File: src/rtl/scr1_lsu_hs_burst_adapter_pkg.sv
// rtl/scr1_lsu_hs_burst_adapter_pkg.sv - shared memif types and constants for the highspeed LSU burst adapter
package scr1_lsu_hs_burst_adapter_pkg;

  localparam int SCR1_DMEM_AWIDTH   = 32;
  localparam int SCR1_HS_WORD_W     = 32;
  localparam int SCR1_HS_MAX_WORDS  = 5;
  localparam int YTYDLA_LSU_WIDTH   = SCR1_HS_WORD_W * SCR1_HS_MAX_WORDS;
  localparam int SCR1_HS_IDX_W      = 3;

  typedef enum logic {
    SCR1_MEM_CMD_RD = 1'b0,
    SCR1_MEM_CMD_WR = 1'b1
  } type_scr1_mem_cmd_e;

  typedef enum logic [1:0] {
    SCR1_MEM_WIDTH_BYTE  = 2'b00,
    SCR1_MEM_WIDTH_HWORD = 2'b01,
    SCR1_MEM_WIDTH_WORD  = 2'b10,
    SCR1_MEM_WIDTH_ERROR = 2'b11
  } type_scr1_mem_width_e;

  typedef enum logic [1:0] {
    SCR1_MEM_Y_WIDTH_FIVE_WORD  = 2'b00,
    SCR1_MEM_Y_WIDTH_THREE_WORD = 2'b01
  } type_scr1_mem_y_width_e;

  typedef enum logic [1:0] {
    SCR1_MEM_RESP_NOTRDY = 2'b00,
    SCR1_MEM_RESP_RDY_OK = 2'b01,
    SCR1_MEM_RESP_RDY_ER = 2'b10
  } type_scr1_mem_resp_e;

  typedef enum logic [2:0] {
    HS_ST_IDLE  = 3'd0,
    HS_ST_ISSUE = 3'd1,
    HS_ST_WAIT  = 3'd2,
    HS_ST_DONE  = 3'd3,
    HS_ST_ERR   = 3'd4
  } type_scr1_hs_state_e;

  // Unknown width encodings fall back to the widest burst.
  function automatic logic [SCR1_HS_IDX_W-1:0] hs_word_count(input type_scr1_mem_y_width_e w);
    case (w)
      SCR1_MEM_Y_WIDTH_THREE_WORD: hs_word_count = 3'd3;
      default:                     hs_word_count = 3'd5;
    endcase
  endfunction

endpackage

File: src/rtl/scr1_lsu_hs_burst_adapter.sv
// rtl/scr1_lsu_hs_burst_adapter.sv - splits wide LSU requests into word-serial DMEM accesses
module scr1_lsu_hs_burst_adapter
  import scr1_lsu_hs_burst_adapter_pkg::*;
#(
  parameter int WORD_W    = SCR1_HS_WORD_W,
  parameter int MAX_WORDS = SCR1_HS_MAX_WORDS,
  parameter int AWIDTH    = SCR1_DMEM_AWIDTH
) (
  input  logic                          clk,
  input  logic                          rst_n,
  input  logic                          hs_req,
  input  type_scr1_mem_cmd_e            hs_cmd,
  input  type_scr1_mem_y_width_e        hs_width,
  input  logic [AWIDTH-1:0]             hs_addr,
  input  logic [WORD_W*MAX_WORDS-1:0]   hs_wdata,
  output logic                          hs_req_ack,
  output logic [WORD_W*MAX_WORDS-1:0]   hs_rdata,
  output type_scr1_mem_resp_e           hs_resp,
  output logic                          dmem_req,
  output type_scr1_mem_cmd_e            dmem_cmd,
  output type_scr1_mem_width_e          dmem_width,
  output logic [AWIDTH-1:0]             dmem_addr,
  output logic [WORD_W-1:0]             dmem_wdata,
  input  logic                          dmem_req_ack,
  input  logic [WORD_W-1:0]             dmem_rdata,
  input  type_scr1_mem_resp_e           dmem_resp
);

  type_scr1_hs_state_e                         state, state_next;
  type_scr1_mem_cmd_e                          cmd_q;
  logic [AWIDTH-1:0]                           base_q;
  logic [MAX_WORDS-1:0][WORD_W-1:0]            wdata_q;
  logic [MAX_WORDS-1:0][WORD_W-1:0]            rbuf_q;
  logic [SCR1_HS_IDX_W-1:0]                    cnt_q;
  logic [SCR1_HS_IDX_W-1:0]                    idx_q;
  logic                                        word_last;
  logic                                        accept;
  logic                                        word_ok;

  assign word_last = (idx_q == (cnt_q - 3'd1));
  assign accept    = (state == HS_ST_IDLE) && hs_req;
  assign word_ok   = (state == HS_ST_WAIT) && (dmem_resp == SCR1_MEM_RESP_RDY_OK);

  always_ff @(posedge clk or negedge rst_n) begin
    if (!rst_n) begin
      state <= HS_ST_IDLE;
    end else begin
      state <= state_next;
    end
  end

  always_comb begin
    state_next = state;
    hs_req_ack = 1'b0;
    hs_resp    = SCR1_MEM_RESP_NOTRDY;
    dmem_req   = 1'b0;
    case (state)
      HS_ST_IDLE: begin
        hs_req_ack = 1'b1;
        if (hs_req) begin
          state_next = (hs_addr[1:0] != 2'b00) ? HS_ST_ERR : HS_ST_ISSUE;
        end
      end
      HS_ST_ISSUE: begin
        dmem_req = 1'b1;
        if (dmem_req_ack) state_next = HS_ST_WAIT;
      end
      HS_ST_WAIT: begin
        if (dmem_resp == SCR1_MEM_RESP_RDY_OK) begin
          state_next = word_last ? HS_ST_DONE : HS_ST_ISSUE;
        end else if (dmem_resp == SCR1_MEM_RESP_RDY_ER) begin
          state_next = HS_ST_ERR;
        end
      end
      HS_ST_DONE: begin
        hs_resp    = SCR1_MEM_RESP_RDY_OK;
        state_next = HS_ST_IDLE;
      end
      HS_ST_ERR: begin
        hs_resp    = SCR1_MEM_RESP_RDY_ER;
        state_next = HS_ST_IDLE;
      end
      default: state_next = HS_ST_IDLE;
    endcase
  end

  // Buffer is cleared on accept, so unused lanes and store bursts read zero.
  always_ff @(posedge clk or negedge rst_n) begin
    if (!rst_n) begin
      cmd_q   <= SCR1_MEM_CMD_RD;
      base_q  <= '0;
      wdata_q <= '0;
      rbuf_q  <= '0;
      cnt_q   <= '0;
      idx_q   <= '0;
    end else if (accept) begin
      cmd_q   <= hs_cmd;
      base_q  <= hs_addr;
      wdata_q <= hs_wdata;
      rbuf_q  <= '0;
      cnt_q   <= hs_word_count(hs_width);
      idx_q   <= '0;
    end else if (word_ok) begin
      if (cmd_q == SCR1_MEM_CMD_RD) rbuf_q[idx_q] <= dmem_rdata;
      if (!word_last) idx_q <= idx_q + 3'd1;
    end
  end

  assign hs_rdata   = rbuf_q;
  assign dmem_cmd   = cmd_q;
  assign dmem_width = SCR1_MEM_WIDTH_WORD;
  assign dmem_addr  = base_q + AWIDTH'({idx_q, 2'b00});
  assign dmem_wdata = wdata_q[idx_q];

endmodule

File: config.mk
export PLATFORM = sky130hd
export DESIGN_NAME = scr1_lsu_hs_burst_adapter
export DESIGN_NICKNAME = d
export VERILOG_FILES = /design/src/rtl/scr1_lsu_hs_burst_adapter_pkg.sv /design/src/rtl/scr1_lsu_hs_burst_adapter.sv
export SDC_FILE = /design/constraint.sdc
export NUM_CORES = 1
export LEC_CHECK = 0
export ABC_CLOCK_PERIOD_IN_PS = 2600
export CAP_MARGIN = 5
export CORE_MARGIN = 4
export CORE_UTILIZATION = 48
export DETAILED_ROUTE_END_ITERATION = 8
export PLACE_DENSITY = 0.9
export SYNTH_ARGS = -nofsm -noshare
export SYNTH_HDL_FRONTEND = slang
export SYNTH_SLANG_ARGS = --single-unit
File: constraint.sdc
create_clock -name clk -period 2.6 [get_ports clk]
set_clock_uncertainty 0.15 [all_clocks]
set_input_delay 0.26 -clock clk [delete_from_list [all_inputs] [get_ports clk]]
set_output_delay 0.26 -clock clk [all_outputs]
set_load 0.005 [all_outputs]
==> results.sh <==
export IMPL_status="finished with violations"
export IMPL_violations="negative setup slack"
export IMPL_cp_start_kind="flop"
export IMPL_seq_area_um2=9060
export IMPL_grt_pass1_wl_mm=89.2
export IMPL_synth_commonest_cells="849 x nand2_1, 362 x dfrtp_1, 97 x nand3_1"
export IMPL_drt_iter0_drc=1363
export IMPL_die_width_um=191
export IMPL_worstHoldEndpoint="wdata_q[26]"
export IMPL_fin_ws_ns=-0.387
export IMPL_syn_area_per_cell_um2=9.03
export IMPL_worst_skew_pair_late_latency_ns=0.51
export IMPL_syn_cell_area_um2=16100
export IMPL_htree_levels=2
export IMPL_fmax_ghz=0.335
export IMPL_place_ws_ns=-0.250
export IMPL_syn_to_final_growth_pct=45.9
export IMPL_synth_cell_types=52
export IMPL_gp_congestion=0.942
export IMPL_cts_tree="done"
export IMPL_numPortBuffers=461
export IMPL_hold_violations=0
export IMPL_grt_util_met1_pct=35.6
export IMPL_async_flop_share_pct=100
export IMPL_slowest_stage="dfrtp_2"
export IMPL_arrival_ns=2.58
export IMPL_path_clk_slew_ns=0.06
export IMPL_worstPathMaxFanout=7
export IMPL_hold_start="hs_wdata[26]"
export IMPL_period_share_pct=115
export IMPL_worstSetupPathType="flop to primary output"
export IMPL_tightest_slew_ns=0.677
export IMPL_synth_edf_count=0
export IMPL_core_um2=32900
export IMPL_p_leak_uw=0.0114
export IMPL_final_nets=2524
export IMPL_min_period_ns=2.99
export IMPL_yosysTopAreaCell="dfrtp_1"
export IMPL_wirelength_mm=59.0
export IMPL_slowest_delay_ns=0.40
export IMPL_synthTopCellsByArea="dfrtp_1 56%, nand2_1 20%, nand3_1 3.0%"
export IMPL_grt_overflow_total=0
export IMPL_dieArea_um2=36600
export IMPL_critPathCaptureType="primary output"
export IMPL_cts_root_buffer="clkbuf_16"
export IMPL_syn_nets=2025
export IMPL_r2r_worst_path_cells=8
export IMPL_clock_sinks=362
export IMPL_maxSlewViolCount=0
export IMPL_synth_cells=1786
export IMPL_r2r_start="idx_q[2]"
export IMPL_die_h_um=191
export IMPL_setup_viol=52
export IMPL_grt_use_met2_pct=52.5
export IMPL_crit_path_frequent_cell="buf_6"
export IMPL_nFillCells=2139
export IMPL_rrSetupSlack_ns=0
export IMPL_top_usage_layer="met2"
export IMPL_grt_max_degree=117
export IMPL_drc=0
export IMPL_cts_made_buffers=39
export IMPL_post_route_util_pct=71.6
export IMPL_wire_per_inst_um=21.4
export IMPL_via_count=15680
export IMPL_p_per_area_nw_per_um2=873
export IMPL_cap_violations=0
export IMPL_path_delay_family="buffers and inverters"
export IMPL_globalRouteTotalUtil_pct=31.1
export IMPL_worstPathBufferInverterCount=5
export IMPL_antenna_found_initial=7
export IMPL_initial_core_util_pct=49.1
export IMPL_hold_path_cell_count=3
export IMPL_viasPerCell=5.68
export IMPL_rows=66
export IMPL_synth_seq_cells=362
export IMPL_hp_class="input port to flop"
export IMPL_ir_worst_vdd_mv=0.643
export IMPL_ys_flop_type="dfrtp_1"
export IMPL_drive_above_1_share_pct=14.4
export IMPL_grt_met3_usage_pct=9.24
export IMPL_grt_pass1_vias=16017
export IMPL_multi_input_area_um2=6720
export IMPL_ant_nets=0
export IMPL_slew_headroom_pct=54.7
export IMPL_yosys_area_top_type_share_pct=56.2
export IMPL_yosysSeqAreaShare_pct=56.2
export IMPL_dp_hpwl_mm=39.0
export IMPL_pin_count=464
export IMPL_yosys_warnings=0
export IMPL_drtPass1Iterations=8
export IMPL_crit_chain="ha_4 -> inv_2 -> fa_2 -> nor2b_4 -> o2111ai_2 -> buf_6 -> buf_4 -> buf_6 -> nor2_4 -> xor2_1 -> buf_2"
export IMPL_synth_most_common_cell="nand2_1"
export IMPL_r2r_end="hs_rdata[82]"
export IMPL_clockBufferDepth=3
export IMPL_critPathRequiredTime_ns=2.19
export IMPL_rsz0062_at_grt="true"
[cell usage in the layout, fill, tap and decap left out, types with 15 or more instances in the layout]
cell,netlist,routed
a21oi_1,22,22
a22oi_1,29,23
buf_12,0,25
buf_2,33,42
buf_4,4,63
buf_6,8,15
clkbuf_16,0,41
clkdlybuf4s50_1,0,403
dfrtp_1,362,359
inv_1,31,30
mux2i_1,33,33
mux4_2,18,18
nand2_1,849,845
nand3_1,97,94
nand3_2,24,27
nor2_1,39,36
o21ai_0,33,32
o22ai_1,16,15
xnor2_1,21,19
[worst max-delay path by stage]
| stage | from | end | slack [ns] | cells after the start |
|---|---|---|---|---|
| finish | idx_q[0] | dmem_addr[14] | -0.39 | 11 |
| global route | idx_q[0] | dmem_addr[26] | -0.46 | 10 |
| CTS | base_q[2] | dmem_addr[30] | -0.33 | 10 |
| detailed placement | base_q[2] | dmem_addr[30] | -0.25 | 9 |
| global placement | idx_q[0] | dmem_addr[26] | -0.14 | 9 |
| floorplan | idx_q[1] | dmem_addr[24] | 0.11 | 7 |
[flip-flops by register name, summed over array words and instances, names as in the netlist]
signal,cells
hs_rdata,160
wdata_q,160
base_q,32
cnt_q,3
idx_q,3
state,3
dmem_cmd,1
[layout make-up]
cell class              instances  area share, %
flip-flops and latches        362           38.5
repair buffers                573           24.4
diodes                          6         0.0638
well taps                     442           2.35
multi-input cells            1278           28.6
clock inverters                11          0.553
clock buffers                  58           5.06
inverters                      31          0.495
[worst register-to-register path: stages (launching register included)]
cell     delay, ns
dfrtp_2       0.42
buf_4         0.15
buf_4         0.16
buf_16        0.18
or4b_4        0.57
or4_4         0.45
buf_12        0.20
nand3_2       0.14
nand2_1       0.07
[per-stage QoR]
stage | TNS (ns) | cell area (µm²) | power (µW) | std cells | hold WS, ns
2_1_floorplan | 0 | 16100 | 11600 | 1786 | -0.186
3_3_place_gp | -1.44 | 21500 | 14500 | 2637 | 0.115
3_5_place_dp | -3.12 | 21500 | 14800 | 2637 | 0.115
4_1_cts | -6.25 | 23400 | 20400 | 2745 | 0.103
5_1_grt | -12.58 | 23500 | 21600 | 2761 | 0.109
6_report | -7.60 | 23500 | 20500 | 2761 | 0.116
[layer usage]
metal / routed length (µm) / part of all wire, % / vias up
met5: 13 / 0.022 / -
met4: 3500 / 5.9 / 2
met3: 6600 / 11 / 265
met2: 28700 / 49 / 1093
met1: 20200 / 34 / 7568
li1: - / - / 6752
[where the power goes]
part           switching, µW  internal, µW  total [µW]
registers               1190          7180        8370
logic                   3640          2830        6470
clock network           2240          3460        5700
total                   7080         13500       20500
[cells by family after synthesis]
group / synth area share [%]
multiplexers: 5.54
flip-flops: 56.2
adder cells (fa/ha/maj): 0.512
XOR/XNOR: 1.83
AND/OR/NAND/NOR: 27.6
buffers and inverters: 4.12
other: 0.0466
AO/OA/AOI/OAI: 4.23
[repair_timing]
item	in CTS	in global routing
endpoints found under the hold margin	66	0
cloned	4	0
resized for setup	252	35
setup buffers	35	10
setup endpoints to repair	62	107
pin swaps	25	14
hold buffers	1	0
No activity file was read; power rests on OpenSTA's default activity.
